==> src/rtl/axis_pkt_fifo.sv <==
// Buffered AXI-Stream stage with a registered output beat. In packet mode a packet is
// held until its last beat is stored; an oversize packet that fills storage drains as a stream.
module axis_pkt_fifo #(
  parameter int DATA_WIDTH = 8,
  parameter int DEPTH      = 16,
  parameter int ADDR_WIDTH = $clog2(DEPTH),
  parameter int PKT_MODE   = 1
) (
  input  logic                  clk,
  input  logic                  reset,
  input  logic [DATA_WIDTH-1:0] s_data,
  input  logic                  s_valid,
  output logic                  s_ready,
  input  logic                  s_last,
  output logic [DATA_WIDTH-1:0] m_data,
  output logic                  m_valid,
  input  logic                  m_ready,
  output logic                  m_last,
  output logic [ADDR_WIDTH:0]   level,
  output logic [ADDR_WIDTH:0]   pkt_count
);

  localparam logic [ADDR_WIDTH:0] DEPTH_L = (ADDR_WIDTH + 1)'(DEPTH);
  localparam logic [ADDR_WIDTH:0] ONE_L   = (ADDR_WIDTH + 1)'(1);
  localparam bit                  PKT_EN  = (PKT_MODE != 0);

  logic [DATA_WIDTH:0]   mem_r [DEPTH];
  logic [ADDR_WIDTH:0]   wr_ptr_r;
  logic [ADDR_WIDTH:0]   rd_ptr_r;
  logic [ADDR_WIDTH:0]   pkt_count_r;
  logic [ADDR_WIDTH:0]   pkt_count_nxt_s;
  logic                  release_r;
  logic                  release_nxt_s;
  logic [DATA_WIDTH-1:0] m_data_r;
  logic                  m_valid_r;
  logic                  m_last_r;

  logic [ADDR_WIDTH:0]   level_s;
  logic                  full_s;
  logic                  empty_s;
  logic                  wr_en_s;
  logic                  out_free_s;
  logic                  pop_s;
  logic [DATA_WIDTH:0]   rd_word_s;
  logic                  rd_last_s;

  // Occupancy, handshake and pop qualification, all from registered state.
  always_comb begin
    level_s    = wr_ptr_r - rd_ptr_r;
    full_s     = (level_s == DEPTH_L);
    empty_s    = (level_s == '0);
    wr_en_s    = s_valid && reset && !full_s;
    out_free_s = !m_valid_r || m_ready;
    rd_word_s  = mem_r[rd_ptr_r[ADDR_WIDTH-1:0]];
    rd_last_s  = rd_word_s[DATA_WIDTH];
    pop_s      = out_free_s && !empty_s &&
                 (!PKT_EN || (pkt_count_r != '0) || release_r);
  end

  // Complete-packet counter and oversize-release flag next state.
  always_comb begin
    pkt_count_nxt_s = pkt_count_r;
    release_nxt_s   = release_r;
    case ({wr_en_s && s_last, pop_s && rd_last_s})
      2'b10:   pkt_count_nxt_s = pkt_count_r + ONE_L;
      2'b01:   pkt_count_nxt_s = pkt_count_r - ONE_L;
      default: pkt_count_nxt_s = pkt_count_r;
    endcase
    // Full storage with no complete packet can only be an oversize packet: let it stream out.
    if (pop_s && rd_last_s) begin
      release_nxt_s = 1'b0;
    end else if (PKT_EN && full_s && (pkt_count_r == '0)) begin
      release_nxt_s = 1'b1;
    end else begin
      release_nxt_s = release_r;
    end
  end

  // Storage array; contents intentionally survive reset.
  always_ff @(posedge clk) begin
    if (wr_en_s) begin
      mem_r[wr_ptr_r[ADDR_WIDTH-1:0]] <= {s_last, s_data};
    end
  end

  // Pointers, packet state and the output beat register.
  always_ff @(posedge clk or negedge reset) begin
    if (!reset) begin
      wr_ptr_r    <= '0;
      rd_ptr_r    <= '0;
      pkt_count_r <= '0;
      release_r   <= 1'b0;
      m_data_r    <= '0;
      m_valid_r   <= 1'b0;
      m_last_r    <= 1'b0;
    end else begin
      if (wr_en_s) begin
        wr_ptr_r <= wr_ptr_r + ONE_L;
      end
      if (pop_s) begin
        rd_ptr_r <= rd_ptr_r + ONE_L;
      end
      pkt_count_r <= pkt_count_nxt_s;
      release_r   <= release_nxt_s;
      if (pop_s) begin
        m_data_r  <= rd_word_s[DATA_WIDTH-1:0];
        m_last_r  <= rd_last_s;
        m_valid_r <= 1'b1;
      end else if (out_free_s) begin
        m_valid_r <= 1'b0;
      end
    end
  end

  assign s_ready   = reset && !full_s;
  assign m_data    = m_data_r;
  assign m_valid   = m_valid_r;
  assign m_last    = m_last_r;
  assign level     = level_s;
  assign pkt_count = pkt_count_r;

endmodule

==> config.mk <==
export PLATFORM = sky130hd
export DESIGN_NAME = axis_pkt_fifo
export DESIGN_NICKNAME = d
export VERILOG_FILES = /design/src/rtl/axis_pkt_fifo.sv
export SDC_FILE = /design/constraint.sdc
export NUM_CORES = 1
export LEC_CHECK = 0
export CAP_MARGIN = 20
export CORE_UTILIZATION = 25
export CTS_BUF_LIST = sky130_fd_sc_hd__clkbuf_16
export CTS_CLUSTER_SIZE = 14
export DETAILED_ROUTE_END_ITERATION = 8
export GPL_TIMING_DRIVEN = 0
export REMOVE_ABC_BUFFERS = 1
export SLEW_MARGIN = 20
export SYNTH_ARGS = -nofsm -noshare
export SYNTH_HDL_FRONTEND = slang
export SYNTH_SLANG_ARGS = --single-unit
==> constraint.sdc <==
create_clock -name clk -period 7.07 [get_ports clk]
set_clock_uncertainty 0.1 [all_clocks]
set_input_delay 1.0605 -clock clk [delete_from_list [all_inputs] [get_ports clk]]
set_output_delay 1.0605 -clock clk [all_outputs]
set_load 0.01 [all_outputs]
==> results.py, run 1 <==
metrics = {
    "timing": {
        "hold_violations": 0,
        "finalMaxSlewViolations": 0,
        "holdWs_ps": 334,
        "fin_crit_sh": 0.700,
        "tns_ps": 0,
        "max_slew_margin": 0.282,
        "tightestPinTransition_ps": 1080,
        "max_freq_ghz": 0.202,
        "setup_violations": 0,
        "rsz0062_at_grt": "false",
        "finalCriticalPeriod_ps": 4950,
    },
    "detailed_routing": {
        "drcViolationCount": 0,
        "vias": 3543,
        "drt_first_pass_iters": 4,
        "postRouteAntennaNets": 0,
        "vias_per_cell": 4.37,
        "wl_per_cell_um": 17.3,
        "drt-total-wl_um": 14000,
        "initialDrtViolationCount": 264,
    },
    "yosys": {
        "synth_compound_area_frac": 0.0300,
        "synth_area_leaders": "edfxtp_1, mux4_2, dfrtp_1",
        "ys.warnings.count": 0,
        "synth_top_family_by_area": "multiplexers",
        "yosysMostFrequentCell": "edfxtp_1",
        "avgSynthCellArea_um2": 18.2,
        "synthAdderAreaFrac": 0.0289,
        "syn_inst": 384,
        "ys_ff_latch": 170,
        "yosysTopAreaCellShare": 0.618,
        "synth-simple-area-share": 0.0577,
        "synthesis.area_mm2": 0.00700,
        "synthXorXnorAreaFrac": 0.0188,
        "ys_async_sr_fraction": 0.153,
        "synth_mux_area_frac": 0.137,
        "ys_types": 40,
        "synth_edf_count": 144,
        "synthTopCellsByCount": "edfxtp_1, mux4_2, dfrtp_1",
        "synth_seq_area_share": 0.711,
        "synth_flop_cell": "edfxtp_1",
        "yosysTopAreaCell": "edfxtp_1",
    },
    "critical_path": {
        "reg2reg_slack_ps": 2250,
        "r2r-end": "pkt_count[4]",
        "r2r_start": "rd_ptr_r[1]",
        "critPathRequiredTime_ps": 5910,
        "crit_type": "reg2out",
        "end_kind": "primary output",
        "worstSetupStartpoint": "rd_ptr_r[1]",
        "path_max_fanout": 24,
        "cp.arrival_ps": 3790,
        "cp-start-kind": "flop",
        "r2r_cells": 15,
    },
    "power_and_ir_drop": {
        "p_comb_frac": 0.363,
        "power_density_mw_per_mm2": 435,
        "p_switching_mw": 1.21,
        "total_power_mw": 3.68,
        "clockPowerShare": 0.261,
        "vdd_drop_max_v": 0.000193,
        "total_leakage_power_nw": 2.81,
        "seqPwrFrac": 0.376,
        "internal-power_mw": 2.47,
        "switching_share": 0.328,
    },
    "global_route": {
        "grt.total_usage": 0.105,
        "grt_max_degree": 34,
        "grt_first_pass_wirelength_um": 21800,
        "grt-ovfl-total": 0,
        "grt_pass1_vias": 3789,
        "antenna_found_initial": 0,
    },
    "cts": {
        "cts_buffers": 17,
        "cts_setup_buffers": 0,
        "cts.clk_slew.worst_paths_ps": 70,
        "clock_sinks": 170,
        "clk_path_buf_depth": 2,
        "postCtsHoldBufs": 0,
        "htreeDepth": 4,
        "ctsResizeCount": 0,
        "cts_root_buf": "clkbuf_16",
        "clock_latency_ps": 430,
        "cts_tree": "done",
    },
    "finish": {
        "nNetsFinal": 454,
        "n_antenna_cell": 0,
        "drive_gt1_frac": 0.228,
        "final_area_mm2": 0.00845,
        "syn_to_final_growth_pct": 20.7,
    },
    "place": {
        "port_buffers": 33,
        "gp_congestion": 0.782,
        "dp_hpwl_um": 9520,
        "postPlaceCellArea_mm2": 0.00782,
    },
    "die": {
        "pin_count": 34,
        "start_util": 0.258,
        "die_w_um": 169,
        "core_area_mm2": 0.0272,
        "die_height_um": 169,
        "dieArea_mm2": 0.0287,
        "fp-row-count": 60,
    },
    "status": {
        "status": "finished, final reports clean",
    },
    "run": {
        "maxCapViolations": 0,
    },
    "hold_path": {
        "hold_path_class": "in2async",
    },
}
[layer usage]
layer,share of wire,GRT usage,vias to the layer above
li1,-,-,1603
met1,0.41,0.123,1863
met2,0.54,0.186,65
met3,0.028,0.0196,12
met4,0.019,0.0450,0
met5,0,0,-
[kinds of logic after synthesis]
group | Yosys count
AOI/OAI and AO/OA | 33
adders and majority gates | 15
xor gates and xnor gates | 15
DFF | 170
and+or+nand+nor | 76
muxes | 46
buffers and inverters | 29
[state kept, by name, summed over array words and instances (netlist names)]
signal	count
rd_ptr_r	5
wr_ptr_r	5
m_last	1
m_valid	1
m_data	8
release_r	1
pkt_count	5
mem_r	144
[cell usage in the layout (no fill, tap or decap), drive strengths merged, types with 2 or more instances in the layout]
cell           synthesis  layout
clkinv                 0       4
a21oi                  6       6
xnor2                  7       7
inv                   13      19
o21ai                  4       4
o22ai                 18      18
nand4                  3       3
mux2                  10      10
buf                   10       7
and4                   2       2
fa                     2       2
or3                    2       2
nand2                 13      13
clkdlybuf4s50          0      32
nor3b                  3       3
nand3                  6       6
dfrtp                 26      26
and3                   4       4
mux4                  36      36
bufinv                 0       2
edfxtp               144     144
nand2b                 3       3
nand3b                 3       3
clkinvlp               0       3
nor3                   5       5
clkbuf                 6      17
ha                    13      13
nor2                  24      24
xor2                   8       8
nor2b                  4       4
[worst max-delay path, stage by stage (launching register included)]
cell             delay, ps
dfrtp_1               1050
inv_1                  220
fa_1                   570
nand3b_1               190
a211o_1                250
a211oi_2               490
nor2b_1                100
clkdlybuf4s50_1        500
[worst max path at each step]
| stage | depth (start not counted) | to | slack (ps) |
|---|---|---|---|
| 2_1_floorplan | 16 | pkt_count[4] | 2050 |
| 3_3_place_gp | 16 | pkt_count[4] | 1070 |
| 3_5_place_dp | 15 | pkt_count[4] | 2200 |
| 4_1_cts | 7 | s_ready | 2060 |
| 5_1_grt | 7 | s_ready | 1910 |
| 6_report | 7 | s_ready | 2120 |
[per-stage QoR]
| stage | setup WS (ps) | cells | utilization |
|---|---|---|---|
| finish | 2120 | 811 | 0.311 |
| global route | 1910 | 811 | 0.311 |
| CTS | 2060 | 811 | 0.311 |
| detailed placement | 2200 | 779 | 0.288 |
| global placement | 1070 | 773 | 0.284 |
| floorplan | 2050 | 368 | - |
[area by class of cell]
type / count / area, µm²
clock buffers: 17 / 425
clock inverters: 15 / 203
fillers: 2644 / 18700
inverters: 13 / 48.8
multi-input cells: 185 / 1930
flip-flops and latches: 170 / 4980
well taps: 372 / 465
repair buffers: 39 / 403
[power by group through the flow]
| stage | clock network, mW | logic, mW | registers (mW) |
|---|---|---|---|
| floorplan | 0 | 0.844 | 1.40 |
| global placement | 0 | 1.26 | 1.44 |
| detailed placement | 0 | 1.36 | 1.41 |
| CTS | 0.975 | 1.36 | 1.38 |
| global route | 1.02 | 1.45 | 1.40 |
| finish | 0.960 | 1.33 | 1.38 |
Power figures use the tool's default switching activity.
==> run 2, diff against run 1 <==
==> constraint.sdc (replaced) <==
create_clock -name clk -period 5.1 [get_ports clk]
set_clock_uncertainty 0.1 [all_clocks]
set_input_delay 0.765 -clock clk [delete_from_list [all_inputs] [get_ports clk]]
set_output_delay 0.765 -clock clk [all_outputs]
set_load 0.01 [all_outputs]
==> run 2 against run 1 <==
Sequential power increased by 39%. Flip-flop and latch count unchanged. Clock power increased by 39%. Largest power group unchanged. Highest routed layer unchanged. Critical path depth increased by 8. Wire length unchanged.
==> results.py, run 2 (synthesis gave the netlist of run 1 again) <==
metrics = {
    "status": {
        "status": "finished, final reports clean",
    },
    "finish": {
        "drive_gt1_frac": 0.230,
        "final_common_cell": "edfxtp_1",
        "largest_register_ffs": 144,
        "nNetsFinal": 454,
        "final_cell_mix": "edfxtp_1, mux4_2, clkdlybuf4s50_1",
        "fin_cells": 811,
        "n_antenna_cell": 0,
        "syn_to_final_growth_pct": 20.7,
    },
    "place": {
        "port_buffers": 33,
        "dp_slack_ps": 233,
        "gp_congestion": 0.782,
        "dp_hpwl_um": 9520,
        "dpl.cell_count": 779,
    },
    "timing": {
        "rsz0062_at_grt": "false",
        "setup_violations": 0,
        "tightestPinTransition_ps": 1050,
        "setup_ws_ps": 506,
        "finalMaxSlewViolations": 0,
        "tns_ps": 0,
        "fin_crit_sh": 0.901,
        "max_slew_margin": 0.298,
        "hold_violations": 0,
        "finalCriticalPeriod_ps": 4590,
        "max_freq_ghz": 0.218,
    },
    "power_and_ir_drop": {
        "internal-power_mw": 3.42,
        "power_density_mw_per_mm2": 603,
        "seqPwrFrac": 0.376,
        "clockPowerShare": 0.261,
        "p_comb_frac": 0.363,
        "switching_share": 0.328,
        "vdd_drop_max_v": 0.000267,
        "total_leakage_power_nw": 2.81,
        "p_switching_mw": 1.67,
        "total_power_mw": 5.09,
    },
    "global_route": {
        "grt.total_usage": 0.105,
        "grt_max_degree": 34,
        "grt_first_pass_wirelength_um": 21800,
        "antenna_found_initial": 0,
        "grt-ovfl-total": 0,
        "grt_pass1_vias": 3789,
    },
    "die": {
        "die_height_um": 169,
        "pin_count": 34,
        "start_util": 0.258,
        "die_w_um": 169,
        "core_area_mm2": 0.0272,
        "dieArea_mm2": 0.0287,
        "fp-row-count": 60,
    },
    "critical_path": {
        "end_kind": "flop",
        "crit_type": "reg2reg",
        "r2r_cells": 15,
        "cp.arrival_ps": 4850,
        "cp-start-kind": "flop",
        "path_max_fanout": 22,
        "critPathRequiredTime_ps": 5350,
    },
    "detailed_routing": {
        "vias": 3543,
        "initialDrtViolationCount": 264,
        "drcViolationCount": 0,
        "wl_per_cell_um": 17.3,
        "postRouteAntennaNets": 0,
        "drt-total-wl_um": 14000,
        "vias_per_cell": 4.37,
        "drt_first_pass_iters": 4,
    },
    "cts": {
        "cts_buffers": 17,
        "clk_path_buf_depth": 2,
        "clock_latency_ps": 430,
        "clock_sinks": 170,
        "cts_root_buf": "clkbuf_16",
        "htreeDepth": 4,
        "cts_tree": "done",
        "cts_setup_buffers": 0,
        "cts.clk_slew.worst_paths_ps": 70,
    },
    "hold_path": {
        "hold_path_class": "in2async",
    },
    "run": {
        "maxCapViolations": 0,
    },
}
run 2: path summary, 6_finish.rpt:
kind	slack [ps]	to	start
setup / recovery	510	pkt_count[4]	rd_ptr_r[2]
hold / removal	40	pkt_count[2]	reset
setup reg to reg	510	pkt_count[4]	rd_ptr_r[2]
hold reg to reg	390	wr_ptr_r[4]	wr_ptr_r[4]
max in group asynchronous	4480	rd_ptr_r[0]	reset
min in group clk	390	wr_ptr_r[4]	wr_ptr_r[4]
run 2: worst max-delay path: stages, from the launching register on:
cell and delay, ps:
dfrtp_1 990, inv_1 190, ha_1 390, xor2_1 190, a211o_1 300, a211oi_2 490
nor2_1 200, nand2_1 120, ha_1 250, inv_1 100, fa_1 410, nor2b_1 140
o21ai_0 130, and3_1 200, nor3_1 170, xor2_1 150
run 2: power by group through the flow:
stage	logic [mW]	clock network (mW)	registers (mW)
4_1_cts	1.89	1.35	1.92
5_1_grt	2.00	1.41	1.95
3_3_place_gp	1.74	0	1.99
2_1_floorplan	1.17	0	1.94
3_5_place_dp	1.88	0	1.95
6_report	1.85	1.33	1.92
run 2: per-layer routing:
layer / vias up / track usage / part of all wire
met2: 65 / 0.186 / 0.54
met4: 0 / 0.0450 / 0.019
met1: 1863 / 0.123 / 0.41
met5: - / 0 / 0
met3: 12 / 0.0196 / 0.028
li1: 1603 / - / -
run 2: repair_timing:
action	in CTS	in global routing
hold endpoints to repair	0	0
resized for setup	0	1
endpoints found under the setup margin	0	1
hold buffers	0	0
run 2: through the flow:
stage	util	hold slack, ps	cell area [µm²]
after floorplan	-	364	6930
after global placement	0.284	381	7720
after detailed placement	0.288	389	7820
after CTS	0.311	29.9	8450
after global routing	0.311	25.9	8450
final	0.311	38.9	8450
run 2: cell type report:
type                            count  area [µm²]
Inverter                           13        48.8
Tap cell                          372         465
Sequential cell                   170        4980
Clock inverter                     15         203
Multi-Input combinational cell    185        1930
Timing Repair Buffer               39         403
Clock buffer                       17         425
Fill cell                        2645       18700
